## src/rtl/cpu_dispatch_pkg.sv

```systemverilog
// Shared definitions for the operand dispatcher and the ALU units it feeds.
// Opcode encodings double as channel indices.
package cpu_dispatch_pkg;

    localparam int DEF_DATA_W = 16;
    localparam int DEF_NUM_CH = 4;

    typedef enum logic [1:0] {
        OP_ADD = 2'd0,
        OP_SUB = 2'd1,
        OP_MUL = 2'd2,
        OP_DIV = 2'd3
    } opcode_e;

endpackage

```

## src/rtl/dispatch_slot.sv

```systemverilog
// One per-channel holding slot: full bit, operand registers and a wrapping dispatch counter.
// A load in the same cycle as a drain wins, so a channel can sustain one transfer per cycle.
module dispatch_slot #(
    parameter int DATA_W = 16,
    parameter int CNT_W  = 8
) (
    input  logic              clk,
    input  logic              rst_n,
    input  logic              load_i,
    input  logic              drain_i,
    input  logic [DATA_W-1:0] rs1_i,
    input  logic [DATA_W-1:0] rs2_i,
    output logic              full_o,
    output logic [DATA_W-1:0] rs1_o,
    output logic [DATA_W-1:0] rs2_o,
    output logic [CNT_W-1:0]  cnt_o
);

    logic              full_q, full_d;
    logic [DATA_W-1:0] rs1_q, rs1_d;
    logic [DATA_W-1:0] rs2_q, rs2_d;
    logic [CNT_W-1:0]  cnt_q, cnt_d;

    always_comb begin
        full_d = full_q;
        rs1_d  = rs1_q;
        rs2_d  = rs2_q;
        cnt_d  = cnt_q;
        if (drain_i && full_q) begin
            full_d = 1'b0;
        end
        if (load_i) begin
            full_d = 1'b1;
            rs1_d  = rs1_i;
            rs2_d  = rs2_i;
            cnt_d  = cnt_q + CNT_W'(1);
        end
    end

    always_ff @(posedge clk or negedge rst_n) begin
        if (!rst_n) begin
            full_q <= 1'b0;
            rs1_q  <= '0;
            rs2_q  <= '0;
            cnt_q  <= '0;
        end else begin
            full_q <= full_d;
            rs1_q  <= rs1_d;
            rs2_q  <= rs2_d;
            cnt_q  <= cnt_d;
        end
    end

    assign full_o = full_q;
    assign rs1_o  = rs1_q;
    assign rs2_o  = rs2_q;
    assign cnt_o  = cnt_q;

endmodule

```

## src/rtl/operand_dispatch.sv

```systemverilog
// Routes an rs1/rs2 operand pair to one of NUM_CH execution-unit slots selected by opcode.
// Opcodes beyond NUM_CH are swallowed and flagged with a one-cycle error pulse.
module operand_dispatch
    import cpu_dispatch_pkg::*;
#(
    parameter int DATA_W = DEF_DATA_W,
    parameter int NUM_CH = DEF_NUM_CH,
    parameter int SEL_W  = $clog2(NUM_CH),
    parameter int CNT_W  = 8
) (
    input  logic                     clk,
    input  logic                     rst_n,
    input  logic                     in_valid,
    output logic                     in_ready,
    input  logic [SEL_W-1:0]         in_opcode,
    input  logic [DATA_W-1:0]        in_rs1,
    input  logic [DATA_W-1:0]        in_rs2,
    output logic [NUM_CH-1:0]        out_valid,
    input  logic [NUM_CH-1:0]        out_ready,
    output logic [NUM_CH*DATA_W-1:0] out_rs1,
    output logic [NUM_CH*DATA_W-1:0] out_rs2,
    output logic                     err_opcode,
    output logic [NUM_CH*CNT_W-1:0]  disp_cnt
);

    logic [NUM_CH-1:0] sel_onehot;
    logic [NUM_CH-1:0] load;
    logic              legal;
    logic              err_q, err_d;

    // One-hot decode keeps out-of-range opcodes from ever indexing past the slot array.
    always_comb begin
        sel_onehot = '0;
        for (int i = 0; i < NUM_CH; i++) begin
            sel_onehot[i] = (in_opcode == SEL_W'(i));
        end
        legal    = |sel_onehot;
        in_ready = legal ? |(sel_onehot & (~out_valid | out_ready)) : 1'b1;
        load     = {NUM_CH{in_valid && in_ready}} & sel_onehot;
        err_d    = in_valid && !legal;
    end

    always_ff @(posedge clk or negedge rst_n) begin
        if (!rst_n) begin
            err_q <= 1'b0;
        end else begin
            err_q <= err_d;
        end
    end

    assign err_opcode = err_q;

    for (genvar g = 0; g < NUM_CH; g++) begin : g_slot
        dispatch_slot #(
            .DATA_W (DATA_W),
            .CNT_W  (CNT_W)
        ) u_slot (
            .clk     (clk),
            .rst_n   (rst_n),
            .load_i  (load[g]),
            .drain_i (out_ready[g]),
            .rs1_i   (in_rs1),
            .rs2_i   (in_rs2),
            .full_o  (out_valid[g]),
            .rs1_o   (out_rs1[g*DATA_W +: DATA_W]),
            .rs2_o   (out_rs2[g*DATA_W +: DATA_W]),
            .cnt_o   (disp_cnt[g*CNT_W +: CNT_W])
        );
    end

endmodule

```

## config.mk

```make
export PLATFORM = sky130hd
export DESIGN_NAME = operand_dispatch
export DESIGN_NICKNAME = d
export VERILOG_FILES = /design/src/rtl/cpu_dispatch_pkg.sv /design/src/rtl/dispatch_slot.sv /design/src/rtl/operand_dispatch.sv
export SDC_FILE = /design/constraint.sdc
export NUM_CORES = 1
export LEC_CHECK = 0
export ABC_AREA = 0
export BUFFER_PORTS_ARGS = -buffer_cell sky130_fd_sc_hd__buf_4
export CAP_MARGIN = 15
export CELL_PAD_IN_SITES_DETAIL_PLACEMENT = 0
export CELL_PAD_IN_SITES_GLOBAL_PLACEMENT = 2
export CORE_AREA = 2 2 141 143
export CTS_BUF_LIST = sky130_fd_sc_hd__clkbuf_4 sky130_fd_sc_hd__clkbuf_8
export CTS_CLUSTER_SIZE = 28
export DETAILED_ROUTE_END_ITERATION = 8
export DIE_AREA = 0 0 143 145
export PLACE_DENSITY = 0.79
export SYNTH_ARGS = -nofsm -noshare
export SYNTH_HDL_FRONTEND = slang
export SYNTH_SLANG_ARGS = --single-unit
```

## constraint.sdc

```tcl
create_clock -name clk -period 1.7 [get_ports clk]
set_input_delay 0.34 -clock clk [delete_from_list [all_inputs] [get_ports clk]]
set_output_delay 0.34 -clock clk [all_outputs]
set_load 0.02 [all_outputs]
```

* Word level (Yosys, flattened, before mapping) *
Index checks and enable logic that the tools add are counted.

operators by class
  bitwise operators = 4
  equal/unequal tests = 3
  add/subtract/negate cells = 4
  reduce and logical (&&, ||, !) cells = 14
  muxes and demuxes = 9

operators by type and width
  kind                                           count
  adder 8 x 1 -> 8 bit, second input constant    4
  2-to-1 mux 1 bit                               9
  AND 4 bit                                      2
  nonzero test 2 bit                             4
  OR reduction 4 bit                             2
  logical AND 1 bit                              6
  == test 2 bit, second input constant           2
  NOT 4 bit                                      1
  OR 4 bit                                       1
  == test 2 x 1 -> 1 bit, second input constant  1
  logical NOT 2 bit                              1
  logical NOT 1 bit                              1

storage, ports and cells
  word-level logic and storage cells = 51
  output and inout port bits = 166
  input bits = 41
  flip-flop bits (word level) = 165

* Logic depth before layout (Yosys ltp) *
Gate-level depths: netlist (run 1).

  depth in word-level cells = 8
  gate-level depth with buffers = 6
  mapped depth without buffers = 4

* Cells and area by module *
From an unflattened synthesis (run 1), not the netlist that was laid out.

second synthesis, totals
  cells, all modules = 399
  area, all modules = 6,391.1 µm²

by module, submodules not included
  module            seq. area each (µm²)  cells each  area an instance (µm²)  instances
  dispatch_slot     1,026.0               97          1,565.3                 4
  operand_dispatch  25.0                  11          130.1                   1

* Worst setup path after synthesis (run 1) *
OpenSTA, ideal clock, no wires.

  path type = input to register
  start point = input port in_opcode[0]
  end point = register g_slot[0].u_slot.rs1_q[12]
  path buffers = 3
  setup slack = 0.125 ns
  library setup time = 0.128 ns
  data required time = 1.572 ns
  stages = 5
  arrival time = 1.448 ns
  cell sequence = buf_2 -> or3_1 -> clkbuf_1 -> buf_4 -> mux2_1

on the way
  word-level cells in the longest chain between the ends = 6
  elaborated cells on any way between the ends = 10
  classes of those cells = eq/ne: 3; mux: 1; bitwise: 2; reduce/logical: 4

ends and longest elaborated chain
  what                                            line                    RTL
  from (decl)                                     operand_dispatch.sv:15  input logic [SEL_W-1:0] in_opcode,
  == test 2 x 1 -> 1 bit (tied with other cells)  operand_dispatch.sv:35  sel_onehot[i] = (in_opcode == SEL_W'(i));
  AND 4 bit                                       operand_dispatch.sv:38  in_ready = legal ? |(sel_onehot & (~out_valid | out_ready)) : 1'b1;
  OR reduction 4 bit                              operand_dispatch.sv:38
  2-to-1 mux 1 bit                                operand_dispatch.sv:38
  logical AND 1 bit                               operand_dispatch.sv:39  load = {NUM_CH{in_valid && in_ready}} & sel_onehot;
  AND 4 bit *                                     operand_dispatch.sv:39
  to (signal assigned)                            dispatch_slot.sv:48     rs1_q <= rs1_d;
  to (decl)                                       dispatch_slot.sv:20     logic [DATA_W-1:0] rs1_q, rs1_d;

Every way passes the cells marked *; elsewhere a longest branch is shown, timed or not.
A chain may end at the register's enable or synchronous reset.

* Final worst setup path (run 1) *
  start point = register g_slot[0].u_slot.full_q
  end point = output port in_ready

on the way
  word-level cells in the longest chain between the ends = 5

ends and longest elaborated chain
  what                    line                    RTL
  from (decl)             dispatch_slot.sv:19     logic full_q, full_d;
  from (signal assigned)  dispatch_slot.sv:47     full_q <= full_d;
  NOT 4 bit               operand_dispatch.sv:38
  OR 4 bit                operand_dispatch.sv:38
  AND 4 bit               operand_dispatch.sv:38
  OR reduction 4 bit      operand_dispatch.sv:38
  2-to-1 mux 1 bit        operand_dispatch.sv:38
  to (decl)               operand_dispatch.sv:14  output logic in_ready,

Every way passes these cells.

==> reports/qor.yml, run 1 <==
cells_and_area:
  area_growth_pct: 37.8
  final_common_cell: "buf_4"
  antennaDiodeCount: 0
  drive_above_1_share_pct: 50.0
  finalNetCount: 744
  final_cell_mix: "212 x buf_4, 165 x dfrtp_1, 114 x nand2_1"
run_status:
  status: "complete, but fails checks"
  violations: "setup timing"
die:
  io_pins: 207
  die_w_um: 143
  coreArea_um2: 19200
  rows: 51
  fp.dieArea_um2: 20700
  initial_core_util_pct: 33.3
  die_h_um: 145
setup_path:
  endpoint: "in_ready"
  rr_startpoint: "g_slot[0].u_slot.full_o"
  r2r_end: "g_slot[0].u_slot.cnt_o[3]"
  rr_worst_depth: 5
  crit_chain: "buf_6 > nand2b_4 > mux4_2 > buf_6"
  crit_slowest_cell: "mux4_2"
  cp_max_fo: 2
  endpoint_kind: "primary output"
  critPathLaunchType: "register"
  worstPathArrival_ps: 1570
  ff2ff_setup_slack_ps: 110
  cp.required_ps: 1360
  critPathLaunch: "g_slot[0].u_slot.full_o"
  max_stage_delay_ps: 470
  crit_type: "reg2out"
  path_common_cell: "buf_6"
global_routing:
  grt_pass1_wl_um: 25400
  grt-ovfl-total: 0
  grt_max_degree: 92
  grt_pass1_vias: 4745
  antenna_found_initial: 0
  grt_usage_pct: 15.7
timing:
  hold_viol_final: 0
  fin_crit_ps: 1910
  rsz0062_at_grt: "yes"
  maxSlewViolCount: 0
  slew_headroom_pct: 66.7
  max_freq_mhz: 523
  worst_pin_slew_ps: 500
  period_share_pct: 113
  fin_skew_ps: 9.95
  fin_hold_ws_ps: 108
  setup_viol: 1
  setup_slack_ps: -213
cts:
  cts_inserted_buffers: 17
  clk_pin_slew_ps: 80
  clock_latency_ps: 440
  cts.sinks: 165
  cts_tree: "built"
  clockBufferDepth: 2
  htreeDepth: 4
  cts_root_buf: "clkbuf_8"
routing:
  antenna_left: 0
  route.vias.total: 4467
  drc: 0
  detail_route.wl_per_cell_um: 16.1
  avgViaCountPerCell: 4.57
  firstDrtPassIters: 6
  drt-initial-drc-count: 129
  totalWireLength_um: 15700
logic_synthesis:
  synthDistinctLibCells: 28
  synthCells: 480
  synth_nets: 525
  post_synth.cell_area_avg_um2: 13.3
  yosysSeqAreaShare_pct: 64.6
  synthesis.area_um2: 6400
  ys_warn_count: 0
  ys_ff_latch: 165
pwr:
  power_density_nw_per_um2: 1340
  irDropWorstVdd_uv: 572
  p_leak_nw: 4.27
place:
  io_buffer_count: 206
  place_hpwl_um: 11400
  gp_congestion: 0.753
  pre_cts_slack_ps: -43.1
min_path:
  hp-class: "in2reg"
job:
  cap_violations: 0
cell type report:
type,instances,area [um^2]
clock buffer,20,269
fill,1788,10400
tap,265,332
sequential,165,4130
inverter,1,3.75
clock inverter,12,104
timing repair buffer,225,1820
multi-input combinational,289,2160
worst min-delay path by stage:
stage / startpoint / slack [ps] / depth (start not counted) / to
floorplan: rst_n / 40 / 0 / err_opcode
global placement: rst_n / 370 / 2 / g_slot[2].u_slot.rs1_o[10]
detailed placement: rst_n / 390 / 2 / g_slot[2].u_slot.rs1_o[10]
CTS: in_rs2[7] / 80 / 3 / g_slot[3].u_slot.rs2_o[7]
global route: in_rs1[8] / 90 / 3 / g_slot[3].u_slot.rs1_o[8]
finish: in_rs2[13] / 110 / 3 / g_slot[3].u_slot.rs2_o[13]
stage by stage:
step                util (%)  TNS [ps]  cell area, um^2  std cells  power, mW
floorplan                  -         0             6400        480       7.30
global placement        43.7     -88.7             8390        943       9.18
detailed placement      43.7      -125             8390        943       9.27
CTS                     45.9      -239             8810        977       12.0
global route            45.9      -288             8810        977       12.5
finish                  45.9      -213             8810        977       11.8
routing by layer:
layer  vias up  GRT usage (%)  wire length (um)
met3         8           5.21              1150
met1      2277           19.3              6540
li1       2049              -                 -
met5         -              0                 0
met4         0           4.75               170
met2       133           26.0              7820
timing repair:
item	CTS	global route
endpoints found under the hold margin	165	0
setup buffers	1	0
hold buffers	1	0
endpoints found under the setup margin	3	1
resized for setup	6	0
cells in the mapped netlist:
cell      number  area [um^2]
buf_6          1         11.3
dfrtp_1      165         4130
nor2b_1        1         6.26
nor3_1         3         15.0
inv_1          1         3.75
nand2_1      114          428
and3_1         3         18.8
or3_1          1         6.26
xor2_1         6         52.6
nor3b_1        1         7.51
buf_4          6         45.0
buf_2          9         45.0
clkbuf_1       9         33.8
mux2_1         8         90.1
o21ai_0        1         5.00
ha_1           4         50.1
nand4_1       11         68.8
or2_1          1         6.26
nor3_2         2         20.0
mux2_2        90         1010
nand2b_1       5         31.3
nand3_1        7         35.0
xnor2_1       22          193
and4_1         3         26.3
mux4_2         1         22.5
and4b_1        1         10.0
and2_1         3         18.8
conb_1         1         3.75
logic make-up (layout without fill, tap and decap cells):
kind of cell,count (synthesis),after routing,synth area share (%)
XOR/XNOR,28,28,3.83
AND/OR/NAND/NOR,156,156,10.9
other,1,1,0.0586
buffers and inverters,26,258,2.17
AO/OA/AOI/OAI,1,1,0.0782
flip-flops,165,165,64.6
multiplexers,99,99,17.6
adder cells (fa/ha/maj),4,4,0.783
where the power goes:
group | total, mW | leakage [nW] | switching, mW | internal (mW)
Combinational | 3.74 | 2.06 | 1.99 | 1.75
Clock | 2.69 | 0.189 | 1.44 | 1.25
Sequential | 5.40 | 2.02 | 0.653 | 4.75
worst max-delay path, delay by kind of cell (launching register included):
kind,cells,cell delay (ps)
buffers and inverters,2,260
and+or+nand+nor,1,50
muxes,1,470
DFF,1,360
state kept, by name (all words and copies together) (netlist names):
signal and cells:
g_slot.u_slot.rs1_o 64, g_slot.u_slot.rs2_o 64, g_slot.u_slot.cnt_o 32, g_slot.u_slot.full_o 4, err_opcode 1
Note: power is estimated with default switching activity, not from simulation.
==> run 2, diff against run 1 <==
==> constraint.sdc (replaced) <==
create_clock -name clk -period 1.81 [get_ports clk]
set_input_delay 0.362 -clock clk [delete_from_list [all_inputs] [get_ports clk]]
set_output_delay 0.362 -clock clk [all_outputs]
set_load 0.02 [all_outputs]
==> run 2 against run 1 <==
  * The flow still finishes with violations (setup timing)
  * Highest routed layer unchanged
  * Largest power group unchanged
  * Critical path type unchanged
  * Clock-buffer cell count grew 2
  * Non-clock buffer count up 4
  * Largest cell class unchanged
  * Critical endpoint unchanged
  * Core utilization rose by 0.29 points
==> reports/qor.yml, run 2 (synthesis results as in run 1) <==
run_status:
  status: "complete, but fails checks"  # unchanged
  violations: "setup timing"  # unchanged
setup_path:
  critPathBufInv: 1  # was 2
  worstPathArrival_ps: 1570  # about the same
  crit_slowest_cell: "mux4_2"  # unchanged
  critPathLaunchType: "register"  # unchanged
  cp.required_ps: 1450  # was 1360 ps
  crit_type: "reg2out"  # unchanged
  ff2ff_setup_slack_ps: 80  # was 110 ps
  endpoint_kind: "primary output"  # unchanged
  cp_max_fo: 2  # unchanged
  max_stage_delay_ps: 490  # was 470 ps
  r2r_end: "g_slot[0].u_slot.rs1_o[12]"  # was g_slot[0].u_slot.cnt_o[3]
  rr_worst_depth: 4  # was 5
  rr_startpoint: "g_slot[0].u_slot.full_o"  # unchanged
  crit_chain: "nand2b_4 > mux4_2 > buf_6"  # was buf_6 > nand2b_4 > mux4_2 > buf_6
  crit_family: "multiplexers"  # unchanged
cts:
  htreeDepth: 4  # unchanged
  cts.sinks: 165  # unchanged
  clock_latency_ps: 450  # was 440 ps
  cts_tree: "built"  # unchanged
  cts_inserted_buffers: 17  # unchanged
  clk_pin_slew_ps: 90  # was 80 ps
  clockBufferDepth: 2  # unchanged
  cts_root_buf: "clkbuf_8"  # unchanged
cells_and_area:
  area_growth_pct: 38.7  # was 37.8%
  finalNetCount: 748  # was 744
  finalNonFillerCells: 981  # was 977
  final_common_cell: "buf_4"  # unchanged
  final_cell_mix: "218 x buf_4, 165 x dfrtp_1, 114 x nand2_1"  # was 212 x buf_4, 165 x dfrtp_1, 114 x nand2_1
  fill_cells: 1767  # was 1788
  antennaDiodeCount: 0  # unchanged
  drive_above_1_share_pct: 50.0  # unchanged
die:
  die_w_um: 143  # unchanged
  fp.dieArea_um2: 20700  # unchanged
  die_h_um: 145  # unchanged
  initial_core_util_pct: 33.3  # unchanged
  rows: 51  # unchanged
  coreArea_um2: 19200  # unchanged
  io_pins: 207  # unchanged
global_routing:
  grt_pass1_wl_um: 26000  # was 25400 um
  grt_max_degree: 47  # was 92
  grt_usage_pct: 16.1  # was 15.7%
  grt-ovfl-total: 0  # unchanged
  grt_pass1_vias: 4714  # was 4745
  antenna_found_initial: 0  # unchanged
routing:
  route.vias.total: 4437  # was 4467
  detail_route.wl_per_cell_um: 16.5  # was 16.1 um
  drt-initial-drc-count: 172  # was 129
  avgViaCountPerCell: 4.52  # was 4.57
  antenna_left: 0  # unchanged
  firstDrtPassIters: 5  # was 6
  totalWireLength_um: 16200  # was 15700 um
  drc: 0  # unchanged
timing:
  setup_viol: 1  # unchanged
  max_freq_mhz: 518
  maxSlewViolCount: 0  # unchanged
  finalSetupTns_ps: -120  # was -213 ps
  hold_viol_final: 0  # unchanged
  setup_slack_ps: -120  # was -213 ps
  fin_crit_ps: 1930
  rsz0062_at_grt: "yes"  # unchanged
  period_share_pct: 107
  fin_skew_ps: 9.09  # was 9.95 ps
place:
  io_buffer_count: 206  # unchanged
  gp_congestion: 0.744  # was 0.753
  dp_cells: 945  # was 943
  place_hpwl_um: 11800  # was 11400 um
min_path:
  hp-class: "in2reg"  # unchanged
  min_path_cells: 3  # unchanged
  hold_end: "g_slot[3].u_slot.rs1_o[14]"  # was g_slot[3].u_slot.rs2_o[13]
  holdCritStartpoint: "in_rs1[14]"  # was in_rs2[13]
pwr:
  irDropWorstVdd_uv: 543  # was 572 uV
  p_leak_nw: 4.29  # was 4.27 nW
  p_total_mw: 11.4  # was 11.8 mW
  power_density_nw_per_um2: 1290  # was 1340 nW/um^2
job:
  cap_violations: 0  # unchanged
## run 2: cell count changes in the layout (fill, tap and decap cells not counted), sizes merged
cell      change
clkinv        -5
buf           +4
bufinv        +2
clkbuf        +2
clkinvlp      +1
## run 2: what timing repair did
action,4_1_cts,5_1_grt
buffers inserted,2,1
hold endpoints to repair,40,0
hold buffers,1,0
pin swaps,0,0
gates resized for setup,2,0
endpoints found under the setup margin,1,2
## run 2: worst register-to-register path, delay by kind of cell (launching register included)
family,cells,cell delay (ps)
buffers and inverters,1,230
DFF,1,400
muxes,1,330
and+or+nand+nor,2,680
## run 2: area by class of cell
| cell class | count | area [um^2] | share of cell area [%] |
|---|---|---|---|
| flip-flops and latches | 165 | 4130 | 46.6 |
| multi-input cells | 289 | 2140 | 24.2 |
| repair buffers | 229 | 1830 | 20.6 |
| well taps | 265 | 332 | 3.74 |
| clock buffers | 22 | 284 | 3.20 |
| clock inverters | 10 | 146 | 1.65 |
| inverters | 1 | 3.75 | 0.0423 |
## run 2: stage by stage
step / utilization, % / hold slack, ps / instance area, um^2 / setup WS, ps
after global placement: 43.7 / 334 / 8390 / -6.61
final: 46.2 / 128 / 8870 / -120
after detailed placement: 43.7 / 342 / 8390 / -28.1
after CTS: 46.1 / 93.4 / 8860 / -150
after floorplan: - / 66.4 / 6400 / 213
after global routing: 46.2 / 95.2 / 8870 / -197
## run 2: per-layer routing
| metal | share of wire, % | routed length (um) | track usage, % | vias up |
|---|---|---|---|---|
| met5 | 0 | 0 | 0 | - |
| met3 | 7.2 | 1160 | 5.68 | 20 |
| met4 | 1.6 | 259 | 5.35 | 0 |
| li1 | - | - | - | 2043 |
| met2 | 50 | 8010 | 26.3 | 133 |
| met1 | 42 | 6720 | 19.9 | 2241 |
## run 2: worst max-delay path by stage
stage,slack (ps),from,cells after the start,to
3_5_place_dp,-30,in_opcode[1],5,g_slot[0].u_slot.rs1_o[12]
3_3_place_gp,-7,in_opcode[1],6,g_slot[0].u_slot.cnt_o[3]
2_1_floorplan,210,in_opcode[0],5,g_slot[0].u_slot.rs1_o[12]
6_report,-120,g_slot[3].u_slot.full_o,3,in_ready
4_1_cts,-150,g_slot[3].u_slot.full_o,3,in_ready
5_1_grt,-200,g_slot[0].u_slot.full_o,3,in_ready
## run 2: power by group
group / internal [mW] / total [mW] / switching, mW
Sequential: 4.46 / 5.07 / 0.611
Clock: 1.50 / 2.85 / 1.36
Combinational: 1.64 / 3.52 / 1.88
